===== src/rtl/lsu_mem_ctrl.sv =====
// MEM-stage load/store unit: runs one req/ack transaction per access, steers
// store lanes, formats load data and stalls the pipeline until completion.
module lsu_mem_ctrl #(
  parameter int unsigned TIMEOUT = 16
) (
  input  logic        clk,
  input  logic        reset,
  input  logic        valid_i,
  input  logic        mem_read_i,
  input  logic        mem_write_i,
  input  logic [2:0]  funct3_i,
  input  logic [31:0] addr_i,
  input  logic [31:0] wdata_i,
  output logic        stall_o,
  output logic        done_o,
  output logic [31:0] rdata_o,
  output logic        fault_o,
  output logic        bus_err_o,
  output logic        dmem_req,
  output logic        dmem_we,
  output logic [31:0] dmem_addr,
  output logic [3:0]  dmem_be,
  output logic [31:0] dmem_wdata,
  input  logic        dmem_ack,
  input  logic [31:0] dmem_rdata
);

  localparam logic [1:0] ST_IDLE = 2'd0;
  localparam logic [1:0] ST_REQ  = 2'd1;
  localparam logic [1:0] ST_DONE = 2'd2;

  localparam int unsigned CW = (TIMEOUT > 1) ? $clog2(TIMEOUT) : 1;
  localparam logic [CW-1:0] TO_LAST = CW'(TIMEOUT - 1);

  logic [1:0]    state_r;
  logic [CW-1:0] cnt_r;
  logic [2:0]    f3_r;
  logic [1:0]    off_r;
  logic          access_s;
  logic          fault_s;
  logic          expire_s;

  function automatic logic [3:0] store_be(input logic [2:0] f3, input logic [1:0] off);
    case (f3[1:0])
      2'b00:   store_be = 4'b0001 << off;
      2'b01:   store_be = 4'b0011 << off;
      default: store_be = 4'b1111;
    endcase
  endfunction

  function automatic logic [31:0] store_lanes(input logic [2:0] f3, input logic [31:0] w);
    case (f3[1:0])
      2'b00:   store_lanes = {4{w[7:0]}};
      2'b01:   store_lanes = {2{w[15:0]}};
      default: store_lanes = w;
    endcase
  endfunction

  function automatic logic [31:0] load_fmt(input logic [2:0] f3, input logic [1:0] off,
                                           input logic [31:0] w);
    logic [31:0] sh;
    sh = w >> {off, 3'b000};
    case (f3)
      3'b000:  load_fmt = {{24{sh[7]}}, sh[7:0]};
      3'b001:  load_fmt = {{16{sh[15]}}, sh[15:0]};
      3'b010:  load_fmt = w;
      3'b100:  load_fmt = {24'h000000, sh[7:0]};
      3'b101:  load_fmt = {16'h0000, sh[15:0]};
      default: load_fmt = 32'h00000000;
    endcase
  endfunction

  assign access_s = valid_i & (mem_read_i | mem_write_i);

  // Decode illegal / misaligned accesses from the raw EX/MEM inputs.
  always_comb begin
    fault_s = 1'b0;
    if (access_s) begin
      if (mem_read_i && mem_write_i) begin
        fault_s = 1'b1;
      end else if (mem_read_i) begin
        case (funct3_i)
          3'b000, 3'b100: fault_s = 1'b0;
          3'b001, 3'b101: fault_s = addr_i[0];
          3'b010:         fault_s = (addr_i[1:0] != 2'b00);
          default:        fault_s = 1'b1;
        endcase
      end else begin
        case (funct3_i)
          3'b000:  fault_s = 1'b0;
          3'b001:  fault_s = addr_i[0];
          3'b010:  fault_s = (addr_i[1:0] != 2'b00);
          default: fault_s = 1'b1;
        endcase
      end
    end else begin
      fault_s = 1'b0;
    end
  end

  // Timeout expiry for the current REQ cycle; TIMEOUT of zero never expires.
  always_comb begin
    expire_s = 1'b0;
    if (TIMEOUT != 0) begin
      expire_s = (cnt_r == TO_LAST);
    end else begin
      expire_s = 1'b0;
    end
  end

  assign fault_o = (state_r == ST_IDLE) & fault_s;
  assign stall_o = ((state_r == ST_IDLE) & access_s & ~fault_s) | (state_r == ST_REQ);

  // Transaction FSM with registered memory-side and result outputs.
  always_ff @(posedge clk) begin
    if (reset) begin
      state_r    <= ST_IDLE;
      cnt_r      <= '0;
      f3_r       <= 3'b000;
      off_r      <= 2'b00;
      dmem_req   <= 1'b0;
      dmem_we    <= 1'b0;
      dmem_addr  <= 32'h00000000;
      dmem_be    <= 4'b0000;
      dmem_wdata <= 32'h00000000;
      done_o     <= 1'b0;
      bus_err_o  <= 1'b0;
      rdata_o    <= 32'h00000000;
    end else begin
      case (state_r)
        ST_IDLE: begin
          done_o    <= 1'b0;
          bus_err_o <= 1'b0;
          cnt_r     <= '0;
          if (access_s && !fault_s) begin
            state_r    <= ST_REQ;
            dmem_req   <= 1'b1;
            dmem_we    <= mem_write_i;
            dmem_addr  <= {addr_i[31:2], 2'b00};
            dmem_be    <= mem_write_i ? store_be(funct3_i, addr_i[1:0]) : 4'b1111;
            dmem_wdata <= mem_write_i ? store_lanes(funct3_i, wdata_i) : 32'h00000000;
            f3_r       <= funct3_i;
            off_r      <= addr_i[1:0];
          end
        end
        ST_REQ: begin
          // An ack in the expiry cycle still completes normally.
          if (dmem_ack) begin
            state_r   <= ST_DONE;
            dmem_req  <= 1'b0;
            done_o    <= 1'b1;
            bus_err_o <= 1'b0;
            rdata_o   <= dmem_we ? 32'h00000000 : load_fmt(f3_r, off_r, dmem_rdata);
          end else if (expire_s) begin
            state_r   <= ST_DONE;
            dmem_req  <= 1'b0;
            done_o    <= 1'b1;
            bus_err_o <= 1'b1;
            rdata_o   <= 32'h00000000;
          end else begin
            cnt_r <= cnt_r + CW'(1);
          end
        end
        ST_DONE: begin
          state_r   <= ST_IDLE;
          done_o    <= 1'b0;
          bus_err_o <= 1'b0;
          cnt_r     <= '0;
        end
        default: begin
          state_r   <= ST_IDLE;
          dmem_req  <= 1'b0;
          done_o    <= 1'b0;
          bus_err_o <= 1'b0;
          cnt_r     <= '0;
        end
      endcase
    end
  end

endmodule


===== config.mk =====
export PLATFORM = sky130hd
export DESIGN_NAME = lsu_mem_ctrl
export DESIGN_NICKNAME = d
export VERILOG_FILES = /design/src/rtl/lsu_mem_ctrl.sv
export SDC_FILE = /design/constraint.sdc
export NUM_CORES = 1
export LEC_CHECK = 0
export ABC_AREA = 0
export BUFFER_PORTS_ARGS = -buffer_cell sky130_fd_sc_hd__buf_2
export CAP_MARGIN = 20
export CORE_ASPECT_RATIO = 1.4
export CORE_MARGIN = 2
export CORE_UTILIZATION = 52
export DETAILED_ROUTE_END_ITERATION = 8
export HOLD_SLACK_MARGIN = 0.02
export PLACE_DENSITY = 0.94
export SLEW_MARGIN = 20
export SYNTH_ARGS = -nofsm -noshare
export SYNTH_HDL_FRONTEND = slang
export SYNTH_SLANG_ARGS = --single-unit

===== constraint.sdc =====
create_clock -name clk -period 4.6 [get_ports clk]
set_input_delay 1.15 -clock clk [delete_from_list [all_inputs] [get_ports clk]]
set_output_delay 1.15 -clock clk [all_outputs]
set_load 0.1 [all_outputs]

==> flow_summary_export.csv, run 1 <==
group,metric,value,unit
routing,finalWirelength,16.11,mm
clocking,cts_resized,0,
sta,drv_slew,0,
global_route,grt_usage,0.2981,
worst_setup_path,ff2ff_setup_slack,1.91,ns
sta,fmax,0.2555,GHz
floorplan,ios,211,
worst_setup_path,path_delay_family,"buffers and inverters",
sta,slew_headroom,0.2832,
yosys,synth.distinct_cells,53,
place,dp_hpwl,11.02,mm
routing,firstDrtPassIters,5,
worst_setup_path,arrival,2.76,ns
floorplan,core_area,9459,um^2
power,p_int,1.919,mW
cells_and_area,seq_area,2262,um^2
clocking,clk_pin_slew,0.05,ns
routing,ant_nets,0,
cells_and_area,multi_input_area,2550,um^2
sta,final_hold_viol_count,0,
cells_and_area,fill_cells,698,
clocking,postCtsSetupBuffers,0,
clocking,cts_root_buf,"clkbuf_16",
cells_and_area,drive_gt1_frac,0.3493,
worst_setup_path,ff2ff_path_depth,4,
worst_setup_path,worstSetupPathDepth,6,
routing,via_per_inst,6.320,
yosys,synth.top_cell.area_share,0.4454,
cells_and_area,nets,845,
routing,via_count,5435,
sta,worst_slew_pin_slew,1.075,ns
worst_setup_path,endpoint_kind,"output port",
clocking,ctsLongestPathBuffers,2,
power,clkPwrFrac,0.463,
power,p_leak,2.889,nW
worst_setup_path,cpPeakStageDelay,0.45,ns
worst_setup_path,r2r-end,"rdata_o[17]$_SDFFE_PP0P_",
power,p_seq_frac,0.381,
clocking,clk_latency,0.40,ns
worst_setup_path,slowest_stage,"buf_2",
power,ir_drop,0.2725,mV
cells_and_area,diodes,0,
floorplan,die_width,87.53,um
cells_and_area,area_delta_synth_final,30.20,%
power,cellPowerDensity,404.9,nW/um^2
global_route,grt_pass1_vias,5145,
clocking,numCtsBuffers,17,
power,p_sw,0.7583,mW
yosys,synth.cell_area,5079,um^2
place,portBuffers,208,
worst_setup_path,critPathMaxFanout,14,
yosys,synth-seq-cells,113,
worst_setup_path,rr_startpoint,"off_r[1]$_SDFFE_PP0P_",
routing,drtIter0Drc,350,
sta,rsz0062_at_grt,"false",
sta,finalSetupViolCount,0,
hold_path,min_path_cells,2,
global_route,grt_start_max_net_pins,55,
sta,finalCritPeriodShare,0.8509,
worst_setup_path,crit_start,"funct3_i[0]",
worst_setup_path,worstPathRequired,3.45,ns
yosys,synth_edf_count,0,
sta,post-route-min-period,3.914,ns
worst_setup_path,criticalPathCategory,"in2out",
floorplan,initial_core_util,0.5369,
global_route,grt_antenna_before_repair,0,
yosys,async_reset_ff_frac,0,
yosys,yosysWarnings,0,
clocking,cts-htree-levels,4,
yosys,synth_cells,559,
power,combPwrFrac,0.156,
global_route,grt_overflow,0,
floorplan,rows,42,
clocking,hold_buffers,0,
worst_setup_path,worst-path-buf-inv,2,
floorplan,die_h,120.9,um
floorplan,die_area,10580,um^2
sta,hold_slack,0.4445,ns
worst_setup_path,cp_cell_sequence,"buf_2 -> a21oi_1 -> o221ai_4 -> nor2_1 -> or2_2 -> buf_2",
routing,drc,0,
hold_path,min_path_type,"reg2reg",
clocking,cts_tree,"done",
global_route,grt_pass1_wl,24.81,mm
sta,final.setup.tns,0,ns
place,gp_congestion,0.8725,
yosys,yosysTopAreaCell,"dfxtp_1",
place,dp_cells,830,
yosys,synth_flop_cell,"dfxtp_1",
clocking,clock-sinks,113,
yosys,synth_area_leaders,"dfxtp_1 (45%), a21oi_1 (7.6%), mux2i_1 (6.1%)",
worst_setup_path,cp-endpoint,"stall_o",
yosys,ys_seq_area_frac,0.4454,
worst_setup_path,crit_top_cell,"buf_2",
worst_setup_path,worstSetupStartpointType,"input pin",
routing,wl_per_cell,18.73,um
sta,fin_skew,0.007020,ns
yosys,avgSynthCellArea,9.085,um^2
cells_and_area,layout.cells.non_filler,860,
power,switching_share,0.2832,
job,maxCapViolCount,0,
outcome,outcome,"finished clean",
routing by layer:
layer,track usage,vias up,share of wire
met5,0,-,0
met4,0.1692,0,0.047
met3,0.08367,58,0.099
met2,0.4920,349,0.49
met1,0.3397,2564,0.36
li1,-,2464,-
synth_stat cells (all sizes together), types with 2 or more instances:
cell type / n
mux2i: 31
xor2: 2
or3b: 3
nand2: 19
nand3: 35
a21oi: 78
nor2b: 11
o2bb2ai: 24
clkbuf: 28
a211oi: 8
nand2b: 4
inv: 3
dfxtp: 113
nor4: 11
a31o: 9
a221o: 24
a311oi: 2
buf: 27
o21ai: 60
nor2: 21
a31oi: 2
a22oi: 8
nand4b: 2
nor3: 5
nand4: 10
layout make-up:
class / instances / share of cell area
Inverter: 4 / 0.002271
Sequential cell: 113 / 0.3421
Tap cell: 110 / 0.02081
Clock inverter: 6 / 0.01249
Timing Repair Buffer: 215 / 0.1654
Clock buffer: 24 / 0.07133
Multi-Input combinational cell: 388 / 0.3856
power groups by stage:
| stage | logic (mW) | clock network (mW) | registers, mW |
|---|---|---|---|
| final | 0.418 | 1.24 | 1.02 |
| after global placement | 0.401 | 0 | 1.04 |
| after detailed placement | 0.410 | 0 | 1.04 |
| after global routing | 0.438 | 1.30 | 1.02 |
| after CTS | 0.412 | 1.25 | 1.02 |
| after floorplan | 0.161 | 0 | 1.18 |
worst min path at each step:
stage	startpoint	endpoint	slack [ns]
6_report	rdata_o[5]$_SDFFE_PP0P_	rdata_o[5]$_SDFFE_PP0P_	0.44
5_1_grt	dmem_wdata[31]$_SDFFE_PP0P_	dmem_wdata[31]$_SDFFE_PP0P_	0.48
4_1_cts	rdata_o[5]$_SDFFE_PP0P_	rdata_o[5]$_SDFFE_PP0P_	0.45
3_5_place_dp	rdata_o[5]$_SDFFE_PP0P_	rdata_o[5]$_SDFFE_PP0P_	0.44
3_3_place_gp	rdata_o[3]$_SDFFE_PP0P_	rdata_o[3]$_SDFFE_PP0P_	0.43
2_1_floorplan	cnt_r[1]$_SDFFE_PP0P_	cnt_r[1]$_SDFFE_PP0P_	0.45
sequential cells by signal, summed over array words and instances, names as in the netlist:
| register | flops |
|---|---|
| dmem_addr | 30 |
| cnt_r | 4 |
| state_r | 2 |
| dmem_req | 1 |
| off_r | 2 |
| rdata_o | 32 |
| bus_err_o | 1 |
| dmem_be | 4 |
| f3_r | 3 |
| done_o | 1 |
| dmem_wdata | 32 |
| dmem_we | 1 |
per-stage QoR:
step | setup WS (ns) | area [um^2] | total power [mW] | util
after floorplan | 0.2105 | 5082 | 1.337 | -
after global placement | 0.8048 | 6058 | 1.438 | 0.6405
after detailed placement | 0.7722 | 6058 | 1.448 | 0.6405
after CTS | 0.7366 | 6613 | 2.684 | 0.6991
after global routing | 0.6223 | 6613 | 2.761 | 0.6991
final | 0.6859 | 6613 | 2.678 | 0.6991
layout by cell type, fill, tap and decap left out, drive strengths merged, types with 2 or more instances in the layout:
master	instances
a211oi	8
a21oi	78
a221o	24
a22oi	8
a311oi	2
a31o	9
a31oi	2
buf	215
bufinv	2
clkbuf	24
clkinv	4
conb	2
dfxtp	113
inv	3
mux2i	31
nand2	19
nand2b	4
nand3	35
nand4	10
nand4b	2
nor2	21
nor2b	11
nor3	5
nor4	11
o21ai	60
o2bb2ai	24
or3b	3
xor2	2
worst reg2reg max path, stage by stage, from the launching register on:
cell,delay [ns]
dfxtp_1,0.90
and2b_1,0.44
nand2_1,0.11
a311oi_2,0.93
a221o_1,0.24
logic make-up after synthesis:
family,share of synthesized area
other,0.0007384
XOR/XNOR,0.005175
adder cells (fa/ha/maj),0.002463
multiplexers,0.06553
AO/OA/AOI/OAI,0.2870
AND/OR/NAND/NOR,0.1375
flip-flops,0.4454
buffers and inverters,0.05617
Note: power is estimated with default switching activity, not from simulation.
==> run 2, diff against run 1 <==
--- a/config.mk
+++ b/config.mk
@@ -10,10 +10,10 @@
 export CAP_MARGIN = 20
 export CORE_ASPECT_RATIO = 1.4
 export CORE_MARGIN = 2
-export CORE_UTILIZATION = 52
+export CORE_UTILIZATION = 48
 export DETAILED_ROUTE_END_ITERATION = 8
 export HOLD_SLACK_MARGIN = 0.02
-export PLACE_DENSITY = 0.94
+export PLACE_DENSITY = 0.88
 export SLEW_MARGIN = 20
 export SYNTH_ARGS = -nofsm -noshare
 export SYNTH_HDL_FRONTEND = slang
==> constraint.sdc (replaced) <==
create_clock -name clk -period 3.9 [get_ports clk]
set_input_delay 0.975 -clock clk [delete_from_list [all_inputs] [get_ports clk]]
set_output_delay 0.975 -clock clk [all_outputs]
set_load 0.1 [all_outputs]
==> flow_summary_export.csv, run 2 (synthesis gave the netlist of run 1 again) <==
group,metric,value,unit
floorplan,rows,44,
floorplan,die_area,11430,um^2
global_route,grt_start_max_net_pins,56,
clocking,hold_buffers,0,
place,portBuffers,208,
outcome,outcome,"finished clean",
routing,drc,0,
global_route,grt_antenna_before_repair,0,
cells_and_area,diodes,0,
floorplan,die_h,125.7,um
sta,post-route-min-period,3.370,ns
clocking,clk_pin_slew,0.05,ns
floorplan,die_width,90.94,um
hold_path,min_path_cells,2,
sta,finalCritPeriodShare,0.8640,
sta,final_hold_viol_count,0,
floorplan,core_area,10350,um^2
routing,drtIter0Drc,380,
floorplan,initial_core_util,0.4907,
place,dp_slack,0.5577,ns
job,maxCapViolCount,0,
place,place_area,6126,um^2
floorplan,ios,211,
worst_setup_path,slowest_stage,"buf_2",
sta,worst_slew_pin_slew,0.9149,ns
worst_setup_path,criticalPathCategory,"in2out",
cells_and_area,area_delta_synth_final,31.95,%
routing,finalWirelength,15.76,mm
clocking,cts-htree-levels,4,
clocking,clock-sinks,113,
worst_setup_path,crit_top_cell,"buf_2",
routing,wl_per_cell,17.67,um
sta,fmax,0.2968,GHz
worst_setup_path,worstSetupPathDepth,6,
global_route,grt_pass1_wl,25.47,mm
sta,setup_slack,0.5303,ns
clocking,ctsLongestPathBuffers,2,
sta,final.setup.tns,0,ns
place,gp_congestion,0.9264,
cells_and_area,final_common_cell,"buf_2",
worst_setup_path,endpoint_kind,"output port",
sta,drv_slew,0,
place,dp_cells,860,
sta,hold_slack,0.4533,ns
worst_setup_path,arrival,2.39,ns
sta,finalSetupViolCount,0,
global_route,grt_usage,0.2730,
cells_and_area,top_regs,"dmem_wdata x32, rdata_o x32, dmem_addr x30",
cells_and_area,nets,847,
power,finalPower,3.183,mW
sta,slew_headroom,0.3855,
routing,ant_nets,0,
clocking,postCtsSetupBuffers,0,
cells_and_area,fin_util,0.6475,
worst_setup_path,worstPathRequired,2.92,ns
routing,via_count,5313,
clocking,cts_root_buf,"clkbuf_16",
worst_setup_path,worstSetupStartpointType,"input pin",
worst_setup_path,cp_cell_sequence,"buf_2 -> a21oi_1 -> o221ai_4 -> nor2_1 -> or2_2 -> buf_2",
place,dp_hpwl,11.22,mm
cells_and_area,layout.cells.non_filler,892,
worst_setup_path,path_delay_family,"buffers and inverters",
cells_and_area,finalInstanceArea,6701,um^2
power,cellPowerDensity,475.0,nW/um^2
cells_and_area,final_cell_mix,"buf_2 (207), dfxtp_1 (113), a21oi_1 (76), o21ai_0 (60), nand3_1 (35)",
sta,rsz0062_at_grt,"false",
clocking,cts_resized,0,
clocking,clk_latency,0.41,ns
global_route,grt_overflow,0,
clocking,numCtsBuffers,17,
worst_setup_path,cpPeakStageDelay,0.43,ns
global_route,grt_pass1_vias,5331,
worst_setup_path,ff2ff_path_depth,4,
hold_path,min_path_type,"reg2reg",
cells_and_area,fill_cells,858,
worst_setup_path,worst-path-buf-inv,2,
sta,fin_skew,0.009693,ns
cells_and_area,drive_gt1_frac,0.3594,
power,p_leak,2.905,nW
worst_setup_path,critPathMaxFanout,5,
power,ir_drop,0.3415,mV
routing,via_per_inst,5.956,
routing,firstDrtPassIters,5,
clocking,cts_tree,"done",
## run 2: layout make-up
type                       instances  area (um^2)  area share
multi-input combinational        388         2552      0.3809
sequential                       113         2262      0.3376
timing repair buffer             217         1124      0.1677
clock buffer                      21        470.5     0.07020
tap                              138        172.7     0.02577
clock inverter                    11        105.1     0.01568
inverter                           4        15.01    0.002240
## run 2: power by group
group          switching [mW]  internal [mW]
sequential             0.0205           1.18
clock                   0.559          0.929
combinational           0.370          0.123
## run 2: per-layer routing
metal  global-route usage  wire, um  vias to the layer above
li1                     -         -                     2473
met2               0.4514      7874                      300
met4               0.1506       597                        0
met3              0.07715      1337                       52
met1               0.3175      5950                     2488
met5                    0         0                        -
## run 2: worst paths after layout
kind,start,to,slack (ns)
max,funct3_i[0],stall_o,0.53
max reg2reg,off_r[0]$_SDFFE_PP0P_,rdata_o[10]$_SDFFE_PP0P_,1.47
min reg2reg,rdata_o[5]$_SDFFE_PP0P_,rdata_o[5]$_SDFFE_PP0P_,0.45
min,rdata_o[5]$_SDFFE_PP0P_,rdata_o[5]$_SDFFE_PP0P_,0.45
## run 2: worst register-to-register path, delay by kind of cell, from the launching register on
kind | cells | cell delay (ns)
mux | 1 | 0.39
compound gates | 1 | 0.22
flops | 1 | 0.91
simple gates | 2 | 0.84
==> run 3, diff against run 2 <==
--- a/config.mk
+++ b/config.mk
@@ -8,12 +8,14 @@
 export ABC_AREA = 0
 export BUFFER_PORTS_ARGS = -buffer_cell sky130_fd_sc_hd__buf_2
 export CAP_MARGIN = 20
+export CELL_PAD_IN_SITES_DETAIL_PLACEMENT = 2
+export CELL_PAD_IN_SITES_GLOBAL_PLACEMENT = 2
 export CORE_ASPECT_RATIO = 1.4
 export CORE_MARGIN = 2
-export CORE_UTILIZATION = 48
+export CORE_UTILIZATION = 27
 export DETAILED_ROUTE_END_ITERATION = 8
 export HOLD_SLACK_MARGIN = 0.02
-export PLACE_DENSITY = 0.88
+export PLACE_DENSITY = 0.87
 export SLEW_MARGIN = 20
 export SYNTH_ARGS = -nofsm -noshare
 export SYNTH_HDL_FRONTEND = slang
==> flow_summary_export.csv, run 3 (synthesis gave the netlist of run 1 again) <==
group,metric,value,unit
routing,via_per_inst,5.256,
worst_setup_path,worstPathRequired,2.92,ns
cells_and_area,final_common_cell,"buf_2",
clocking,cts-htree-levels,4,
routing,via_count,5230,
global_route,grt_pass1_wl,30.48,mm
floorplan,core_area,18530,um^2
floorplan,die_width,119.9,um
sta,post-route-min-period,3.450,ns
sta,fin_skew,0.008407,ns
power,ir_drop,0.2439,mV
cells_and_area,final_cell_mix,"buf_2 (207), dfxtp_1 (113), a21oi_1 (76), o21ai_0 (60), nand3_1 (35)",
clocking,cts_resized,0,
worst_setup_path,worstSetupStartpointType,"input pin",
sta,drv_slew,0,
clocking,postCtsSetupBuffers,0,
routing,wl_met2,10.60,mm
cells_and_area,multi_input_area,2564,um^2
floorplan,die_h,166.3,um
cells_and_area,seq_area,2262,um^2
sta,fmax,0.2898,GHz
cells_and_area,nets,848,
place,gp_congestion,0.8177,
routing,finalWirelength,20.00,mm
routing,wl_met3,867,um
routing,drc,0,
routing,ant_nets,0,
outcome,outcome,"finished clean",
worst_setup_path,critPathMaxFanout,7,
global_route,grt_pass1_vias,5476,
clocking,clk_pin_slew,0.06,ns
sta,slew_headroom,0.3662,
power,cellPowerDensity,461.9,nW/um^2
sta,worst_slew_pin_slew,0.9494,ns
power,finalPower,3.145,mW
global_route,grt_antenna_before_repair,0,
sta,final.setup.tns,0,ns
floorplan,initial_core_util,0.2741,
hold_path,min_path_type,"reg2reg",
global_route,grt_usage,0.1965,
job,maxCapViolCount,0,
power,p_leak,2.905,nW
floorplan,rows,59,
sta,rsz0062_at_grt,"false",
clocking,numCtsBuffers,17,
floorplan,die_area,19940,um^2
clocking,cts_root_buf,"clkbuf_16",
global_route,grt_start_max_net_pins,56,
cells_and_area,fill_cells,2124,
floorplan,ios,211,
clocking,clock-sinks,113,
worst_setup_path,endpoint_kind,"output port",
routing,firstDrtPassIters,4,
worst_setup_path,arrival,2.48,ns
clocking,hold_buffers,0,
clocking,ctsLongestPathBuffers,2,
routing,wl_per_cell,20.10,um
cells_and_area,area_delta_synth_final,34.10,%
routing,drtIter0Drc,317,
routing,highest_layer,"met4",
clocking,clk_latency,0.41,ns
clocking,cts_tree,"done",
cells_and_area,diodes,0,
cells_and_area,top_regs,"dmem_wdata x32, rdata_o x32, dmem_addr x30",
sta,finalSetupViolCount,0,
cells_and_area,drive_gt1_frac,0.3569,
routing,wl_met1,7.984,mm
place,portBuffers,208,
place,dp_hpwl,14.36,mm
global_route,grt_overflow,0,
worst_setup_path,criticalPathCategory,"in2out",
sta,finalCritPeriodShare,0.8847,
sta,final_hold_viol_count,0,
-- run 3: cell types whose count changed in the layout (fill, tap and decap cells not counted) --
cell / before / now
clkinv_4: 2 / 0
a311oi_4: 0 / 1
clkinv_2: 2 / 5
buf_4: 9 / 10
a311oi_2: 1 / 0
clkinvlp_4: 4 / 1
inv_6: 2 / 0
-- run 3: worst max-delay path, cell delays in order --
cell	delay, ns
buf_2	0.14
nor3_2	0.30
o221ai_4	0.13
nor2_1	0.30
or2_2	0.18
buf_2	0.43
-- run 3: stage by stage --
stage / hold WS (ns) / setup slack, ns / cell area (um^2) / std cells / util
6_report: 0.4534 / 0.4497 / 6810 / 995 / 0.3675
5_1_grt: 0.4781 / 0.3433 / 6810 / 995 / 0.3675
4_1_cts: 0.4578 / 0.4437 / 6799 / 995 / 0.3669
3_5_place_dp: 0.4449 / 0.4437 / 6266 / 967 / 0.3382
3_3_place_gp: 0.4310 / 0.5197 / 6266 / 967 / 0.3382
2_1_floorplan: 0.4530 / 0.3270 / 5085 / 560 / -
-- run 3: per-layer routing --
metal / GRT usage / up-vias
li1: - / 2468
met1: 0.2205 / 2574
met2: 0.3528 / 161
met3: 0.04361 / 27
met4: 0.08286 / 0
met5: 0 / -
-- run 3: area by class of cell --
| type | instances | area share |
|---|---|---|
| flip-flops and latches | 113 | 0.3322 |
| inverters | 4 | 0.002205 |
| clock inverters | 7 | 0.009186 |
| multi-input cells | 388 | 0.3764 |
| clock buffers | 21 | 0.06908 |
| well taps | 244 | 0.04483 |
| repair buffers | 218 | 0.1661 |
-- run 3: power breakdown --
group | total [mW] | internal (mW) | switching, mW
Sequential | 1.20 | 1.18 | 0.0203
Combinational | 0.512 | 0.124 | 0.388
Clock | 1.43 | 0.904 | 0.527
Total | 3.15 | 2.21 | 0.936
-- run 3: path summary, 6_finish.rpt --
path                            from                        to  slack, ns  cells past startpoint
min reg2reg  rdata_o[6]$_SDFFE_PP0P_   rdata_o[6]$_SDFFE_PP0P_       0.45                      2
min          rdata_o[6]$_SDFFE_PP0P_   rdata_o[6]$_SDFFE_PP0P_       0.45                      2
max                        addr_i[1]                   stall_o       0.45                      6
max reg2reg    off_r[1]$_SDFFE_PP0P_  rdata_o[27]$_SDFFE_PP0P_       1.36                      4
